## config.mk

```make
export PLATFORM = sky130hd
export DESIGN_NAME = imem_loader
export DESIGN_NICKNAME = d
export VERILOG_FILES = /design/src/rtl/imem_loader.sv
export SDC_FILE = /design/constraint.sdc
export NUM_CORES = 1
export LEC_CHECK = 0
export ABC_AREA = 1
export BUFFER_PORTS_ARGS = -buffer_cell sky130_fd_sc_hd__buf_4
export CAP_MARGIN = 5
export CORE_MARGIN = 2
export CORE_UTILIZATION = 56
export CTS_CLUSTER_DIAMETER = 40
export DETAILED_ROUTE_END_ITERATION = 8
export PLACE_DENSITY = 0.78
export REMOVE_ABC_BUFFERS = 1
export SLEW_MARGIN = 25
export SYNTH_ARGS = -nofsm -noshare
export SYNTH_HDL_FRONTEND = slang
export SYNTH_SLANG_ARGS = --single-unit
```

## constraint.sdc

```tcl
create_clock -name clk -period 3.05 [get_ports clk]
set_input_delay 0.61 -clock clk [delete_from_list [all_inputs] [get_ports clk]]
set_output_delay 0.61 -clock clk [all_outputs]
set_load 0.1 [all_outputs]
```

## src/rtl/imem_loader.sv

```systemverilog
// Boot loader: parses a framed byte stream (count, big-endian words, XOR checksum),
// writes the words into imem and holds the cpu in reset until the image verifies.
module imem_loader #(
  parameter int DEPTH      = 256,
  parameter int ADDR_WIDTH = 8
) (
  input  logic                  clk,
  input  logic                  rst,
  input  logic                  reload,
  input  logic                  in_valid,
  input  logic [7:0]            in_data,
  output logic                  in_ready,
  output logic                  imem_we,
  output logic [ADDR_WIDTH-1:0] imem_addr,
  output logic [15:0]           imem_wdata,
  output logic                  cpu_rst,
  output logic                  done,
  output logic                  error,
  output logic [ADDR_WIDTH:0]   words_loaded
);

  typedef enum logic [2:0] {
    S_HDR_HI, S_HDR_LO, S_DATA_HI, S_DATA_LO, S_CSUM, S_DONE, S_ERR
  } state_t;

  state_t                r_state, w_state;
  logic [15:0]           r_cnt, w_cnt;
  logic [7:0]            r_hi, w_hi;
  logic [7:0]            r_xor, w_xor;
  logic                  r_in_ready, w_in_ready;
  logic                  r_we, w_we;
  logic [ADDR_WIDTH-1:0] r_addr, w_addr;
  logic [15:0]           r_wdata, w_wdata;
  logic                  r_cpu_rst, w_cpu_rst;
  logic                  r_done, w_done;
  logic                  r_error, w_error;
  logic [ADDR_WIDTH:0]   r_words, w_words;

  logic                  w_accept;
  logic [15:0]           w_cnt_full;
  logic [ADDR_WIDTH:0]   w_words_inc;

  assign w_accept    = in_valid && r_in_ready;
  assign w_cnt_full  = {r_cnt[15:8], in_data};
  assign w_words_inc = r_words + 1'b1;

  always_comb begin
    w_state   = r_state;
    w_cnt     = r_cnt;
    w_hi      = r_hi;
    w_xor     = r_xor;
    w_we      = 1'b0;
    w_addr    = r_addr;
    w_wdata   = r_wdata;
    w_cpu_rst = r_cpu_rst;
    w_done    = r_done;
    w_error   = r_error;
    w_words   = r_words;

    if (reload) begin
      // Restart framing; a byte offered in the same cycle is dropped.
      w_state   = S_HDR_HI;
      w_cpu_rst = 1'b1;
      w_done    = 1'b0;
      w_error   = 1'b0;
      w_xor     = 8'h00;
      w_words   = '0;
    end else if (w_accept) begin
      if (r_state != S_CSUM) w_xor = r_xor ^ in_data;
      case (r_state)
        S_HDR_HI: begin
          w_cnt   = {in_data, 8'h00};
          w_state = S_HDR_LO;
        end
        S_HDR_LO: begin
          w_cnt = w_cnt_full;
          if ({1'b0, w_cnt_full} > 17'(DEPTH)) begin
            w_state = S_ERR;
            w_error = 1'b1;
          end else if (w_cnt_full == 16'h0000) begin
            w_state = S_CSUM;
          end else begin
            w_state = S_DATA_HI;
          end
        end
        S_DATA_HI: begin
          w_hi    = in_data;
          w_state = S_DATA_LO;
        end
        S_DATA_LO: begin
          // words_loaded doubles as the write index of the current word.
          w_we    = 1'b1;
          w_addr  = r_words[ADDR_WIDTH-1:0];
          w_wdata = {r_hi, in_data};
          w_words = w_words_inc;
          w_state = (16'(w_words_inc) == r_cnt) ? S_CSUM : S_DATA_HI;
        end
        S_CSUM: begin
          if (in_data == r_xor) begin
            w_state   = S_DONE;
            w_done    = 1'b1;
            w_cpu_rst = 1'b0;
          end else begin
            w_state = S_ERR;
            w_error = 1'b1;
          end
        end
        default: ;
      endcase
    end

    w_in_ready = (w_state != S_DONE) && (w_state != S_ERR);
  end

  always_ff @(posedge clk or posedge rst) begin
    if (rst) begin
      r_state    <= S_HDR_HI;
      r_cnt      <= '0;
      r_hi       <= '0;
      r_xor      <= '0;
      r_in_ready <= 1'b0;
      r_we       <= 1'b0;
      r_addr     <= '0;
      r_wdata    <= '0;
      r_cpu_rst  <= 1'b1;
      r_done     <= 1'b0;
      r_error    <= 1'b0;
      r_words    <= '0;
    end else begin
      r_state    <= w_state;
      r_cnt      <= w_cnt;
      r_hi       <= w_hi;
      r_xor      <= w_xor;
      r_in_ready <= w_in_ready;
      r_we       <= w_we;
      r_addr     <= w_addr;
      r_wdata    <= w_wdata;
      r_cpu_rst  <= w_cpu_rst;
      r_done     <= w_done;
      r_error    <= w_error;
      r_words    <= w_words;
    end
  end

  assign in_ready     = r_in_ready;
  assign imem_we      = r_we;
  assign imem_addr    = r_addr;
  assign imem_wdata   = r_wdata;
  assign cpu_rst      = r_cpu_rst;
  assign done         = r_done;
  assign error        = r_error;
  assign words_loaded = r_words;

endmodule

```

=== Word-level counts from Yosys, hierarchy flattened ===
Index checks and enable logic that the tools add are counted.

* Bits in registers: 73
* Word-level logic and storage cells: 78
* Memories: 0
* Memory bits (read-only): 0
* Input port bits: 12
* Latch bits: 0
* Output and inout port bits: 38
* Bits in writable memories: 0

* Reductions and logical operators: 19
* Shift operators: 0
* Order comparisons: 1
* Multiply operators: 0
* Add/subtract/negate cells: 1
* Mux-type cells: 30
* Equal/unequal tests: 11
* Bitwise gates (word level): 3
* Divide/modulo/power cells: 0

{| class="wikitable"
|+ Operators by type and width
! kind !! count
|-
| case mux 16 bit (2 select lines) || 1
|-
| 2-to-1 mux 9 bit || 3
|-
| 2-to-1 mux 8 bit || 3
|-
| == test 9 x 16 -> 1 bit || 1
|-
| greater-than comparator 16 x 9 -> 1 bit (second input constant) || 1
|-
| zero test 16 bit || 1
|-
| 2-to-1 mux 1 bit || 15
|-
| 2-to-1 mux 3 bit || 5
|-
| inequality test 3 bit (second input constant) || 5
|-
| case mux 3 bit (5 select lines) || 1
|-
| AND reduction 3 bit || 4
|-
| nonzero test 2 bit || 6
|-
| adder 9 x 1 -> 9 bit (second input constant) || 1
|-
| == test 8 bit || 1
|-
| AND reduction 4 bit || 2
|-
| bitwise XOR 8 bit || 1
|-
| == test 3 x 2 -> 1 bit (second input constant) || 2
|-
| AND reduction 2 bit || 2
|-
| == test 3 x 1 -> 1 bit (second input constant) || 1
|-
| == test 3 bit (second input constant) || 1
|-
| zero test 3 bit || 1
|-
| nonzero test 3 bit || 1
|-
| logical AND 1 bit || 2
|-
| 2-to-1 mux 2 bit || 1
|-
| 2 further kinds || 3
|}

=== Longest topological paths before layout ===
* Depth after elaboration: 8
* Mapped depth: 15

=== Least setup slack after synthesis ===
OpenSTA, ideal clock, no wires.

* Kind: register to register
* Start point: register r_words[0] (netlist: words_loaded[0])
* End point: register r_in_ready (netlist: in_ready)
* Data arrival time: 2.242 ns
* Cell stages (with the launch flop): 14
* Buffers on the path: 0
* Setup slack: 0.680 ns
* Path through: dfrtp_1 ha_1 nand2_2 nor2_4 nand2_1 and2_1 nor2_1 nor2_1 nand3_2 nand2_1 nand2_1 nand2_1 nand2_1 nand3_1

* Longest elaborated chain between the ends: 8

{| class="wikitable"
|+ RTL lines
! element !! line !! source
|-
| start: declaration || 37 || <nowiki>logic [ADDR_WIDTH:0] r_words, w_words;</nowiki>
|-
| start signal: assignment || 141 || <nowiki>r_words <= w_words;</nowiki>
|-
| adder 9 x 1 -> 9 bit (*) || 45 || <nowiki>assign w_words_inc = r_words + 1'b1;</nowiki>
|-
| == test 9 x 16 -> 1 bit (*) || 96 || <nowiki>w_state = (16'(w_words_inc) == r_cnt) ? S_CSUM : S_DATA_HI;</nowiki>
|-
| 2-to-1 mux 3 bit (*) || 96 ||
|-
| case mux 3 bit (5 select lines) (*) || 70 || <nowiki>case (r_state)</nowiki>
|-
| 2-to-1 mux 3 bit (*) || 68 || <nowiki>end else if (w_accept) begin</nowiki>
|-
| 2-to-1 mux 3 bit (*) || 60 || <nowiki>if (reload) begin</nowiki>
|-
| inequality test 3 bit || 112 || <nowiki>w_in_ready = (w_state != S_DONE) && (w_state != S_ERR);</nowiki>
|-
| logical AND 1 bit (*) || 112 ||
|-
| net w_in_ready || 30 || <nowiki>logic r_in_ready, w_in_ready;</nowiki>
|-
| end signal: assignment || 134 || <nowiki>r_in_ready <= w_in_ready;</nowiki>
|-
| end: declaration || 30 ||
|}

The timed path passes the listed nets; every way through them passes the cells marked *.
A chain may end at the register's enable or synchronous reset.

=== Worst setup path after layout ===
* Start point: register r_state[0]
* End point: register r_wdata[3] (netlist: imem_wdata[3])

* Longest elaborated chain between the ends: 2

{| class="wikitable"
|+ RTL lines
! element !! line !! source
|-
| start: declaration || 26 || <nowiki>state_t r_state, w_state;</nowiki>
|-
| start signal: assignment || 130 || <nowiki>r_state <= w_state;</nowiki>
|-
| == test 3 x 2 -> 1 bit || 70 ||
|-
| AND reduction 3 bit (no line) || - ||
|-
| end signal: assignment || 137 || <nowiki>r_wdata <= w_wdata;</nowiki>
|-
| end: declaration || 33 || <nowiki>logic [15:0] r_wdata, w_wdata;</nowiki>
|}

Every way passes these cells.

==> flow_metrics.py <==
metrics = {
    "status": {
        "status": "completed",
    },
    "clock_network": {
        "cts-root-buf": "clkbuf_8",
        "cts_hold_buf": 0,
        "cts_resized": 0,
        "numCtsBuffers": 9,
        "clk_pin_slew_worst_paths_ps": 80,
        "postCtsSetupRepairBufs": 0,
        "cts_sinks": 73,
        "cts_tree": "done",
        "clockBufferDepth": 2,
        "h-tree-depth": 3,
        "worstSkewPairLatency_ps": 340,
    },
    "die": {
        "ios": 50,
        "rows": 28,
        "fp.dieH_um": 81.5,
        "initial_core_util_pct": 57.5,
        "die_area_um2": 6640,
        "core_region_area_um2": 5850,
        "die_w_um": 81.5,
    },
    "sta": {
        "fmax_mhz": 432,
        "final-hold-violation-count": 0,
        "period_share_pct": 75.9,
        "drv_slew": 0,
        "rsz0062_at_grt": "false",
        "setup_viol": 0,
        "finalClockSkew_ps": 11.1,
        "tns_ps": 0,
        "period_minus_slack_ps": 2310,
        "worstMarginPinSlew_ps": 891,
        "max_slew_margin_pct": 40.6,
    },
    "worst_setup_path": {
        "arrival_ps": 2530,
        "startpoint_type": "flip-flop",
        "end_kind": "flip-flop",
        "path_max_fanout": 29,
        "cp_data_required_time_ps": 3270,
        "worstSetupPathType": "reg2reg",
        "ff2ff_path_depth": 8,
    },
    "final_layout": {
        "antenna_cells": 0,
        "drive_gt1_share_pct": 20.2,
        "num-fill-cells": 482,
        "nNetsFinal": 459,
        "utilization_pct": 67.9,
        "area_delta_synth_final_pct": 18.1,
    },
    "drt": {
        "dr_total_vias": 2767,
        "first_pass_iters": 5,
        "drt-initial-drc-count": 202,
        "viasPerCell": 5.26,
        "ant_nets": 0,
        "drcViolationCount": 0,
        "wl_per_cell_um": 13.7,
        "drt_wl_total_um": 7190,
    },
    "global_route": {
        "antenna_found_initial": 0,
        "overflow": 0,
        "grt_pass1_wl_um": 12000,
        "grt_pass1_vias": 2564,
        "grt_max_degree": 74,
        "grt_usage_pct": 24.1,
    },
    "power": {
        "ir_drop_v": 0.000514,
        "leakage_nw": 1.96,
        "powerDensity_nw_per_um2": 755,
    },
    "synthesis": {
        "syn_area_per_cell_um2": 8.54,
        "yosys_warnings": 0,
        "ys_ff_latch": 73,
        "synthDistinctLibCells": 33,
        "netlist_instances": 394,
        "ys_seq_area_share_pct": 54.4,
        "syn_area_um2": 3360,
    },
    "placed_design": {
        "routabilityCongestion": 0.880,
        "dp_hpwl_um": 5070,
        "port_buffers": 49,
    },
    "min_path": {
        "hp-class": "reg2reg",
        "hold_depth": 2,
    },
    "flow_run": {
        "maxCapViolCount": 0,
    },
}
path summary, 6_finish.rpt:
path                               start  slack (ps)              to
hold reg to reg            imem_wdata[9]         480   imem_wdata[9]
max in group asynchronous            rst        1930        r_cnt[2]
setup reg to reg              r_state[0]         740   imem_wdata[3]
min in group asynchronous            rst         540  imem_wdata[13]
hold / removal             imem_wdata[9]         480   imem_wdata[9]
setup / recovery              r_state[0]         740   imem_wdata[3]
worst max-delay path, stage by stage (launching register included):
cell     delay (ps)
dfrtp_1         530
inv_1           150
nor3_2          150
nand2_1         100
nor2_2          440
inv_2           370
buf_4           310
nand2_1          70
o21ai_1          60
where the power goes:
| group | internal (mW) | switching [mW] | leakage, nW |
|---|---|---|---|
| Sequential | 1.16 | 0.122 | 0.965 |
| Combinational | 0.240 | 0.792 | 0.900 |
| Clock | 0.335 | 0.353 | 0.0911 |
| Total | 1.73 | 1.27 | 1.96 |
flip-flops by register name, summed over array words and instances (netlist names):
signal	count
imem_wdata	16
r_xor	8
imem_we	1
r_hi	8
done	1
words_loaded	9
imem_addr	8
error	1
cpu_rst	1
in_ready	1
r_cnt	16
r_state	3
Yosys cell counts (all sizes together):
| master | instances | area (um2) |
|---|---|---|
| o21ai | 49 | 245 |
| xnor2 | 4 | 35.0 |
| buf | 10 | 52.6 |
| and2 | 2 | 12.5 |
| nand2 | 118 | 450 |
| nand3 | 32 | 165 |
| nor3 | 6 | 40.0 |
| a21oi | 5 | 28.8 |
| nand4 | 3 | 18.8 |
| a32o | 4 | 40.0 |
| clkbuf | 1 | 3.75 |
| nor4 | 1 | 21.3 |
| dfrtp | 72 | 1800 |
| a31oi | 1 | 6.26 |
| o21bai | 3 | 22.5 |
| clkinv | 1 | 3.75 |
| o22ai | 6 | 37.5 |
| ha | 1 | 12.5 |
| o31ai | 1 | 7.51 |
| inv | 42 | 158 |
| nor2 | 25 | 121 |
| dfstp | 1 | 26.3 |
| xor2 | 5 | 43.8 |
| o221ai | 1 | 8.76 |
layer usage:
layer	vias up	GRT usage, %	part of all wire (%)
li1	1391	-	-
met3	14	4.73	5.5
met2	80	36.1	46
met4	0	10.5	1.8
met5	-	0	0
met1	1282	34.3	47
through the flow:
| step | cells | instance area [um2] | hold slack, ps | total power, mW | setup WS [ps] |
|---|---|---|---|---|---|
| after floorplan | 383 | 3310 | 450 | 2.09 | 586 |
| after global placement | 510 | 3790 | 459 | 2.31 | 599 |
| after detailed placement | 510 | 3790 | 465 | 2.33 | 515 |
| after CTS | 526 | 3970 | 483 | 3.02 | 674 |
| after global routing | 526 | 3970 | 493 | 3.16 | 473 |
| final | 526 | 3970 | 475 | 3.00 | 736 |
cell families (layout without fill, tap and decap cells):
logic type	after synthesis	count (layout)	share of synthesized area (%)
simple gates	187	187	24.7
flops	73	73	54.4
fa+ha+maj	1	1	0.372
buf+inv	54	111	6.47
xor+xnor	9	9	2.34
compound gates	70	70	11.8
layout make-up:
class	count	area, um2	share of cell area, %
inverter	43	161	4.06
clock inverter	5	30.0	0.756
sequential	73	1830	46.0
timing repair buffer	52	390	9.83
clock buffer	11	151	3.81
multi-input combinational	267	1320	33.2
tap	75	93.8	2.36
layout by cell type, fill, tap and decap left out, types with 6 or more instances in the layout:
cell	Yosys	layout
o21ai_0	23	23
o21ai_1	26	26
clkbuf_8	0	11
inv_1	38	37
nand3_1	31	31
nor2_1	16	16
dfrtp_1	72	72
nor2_2	8	8
nand2_1	115	115
o22ai_1	6	6
buf_4	1	52
Note: power is estimated with default switching activity, not from simulation.
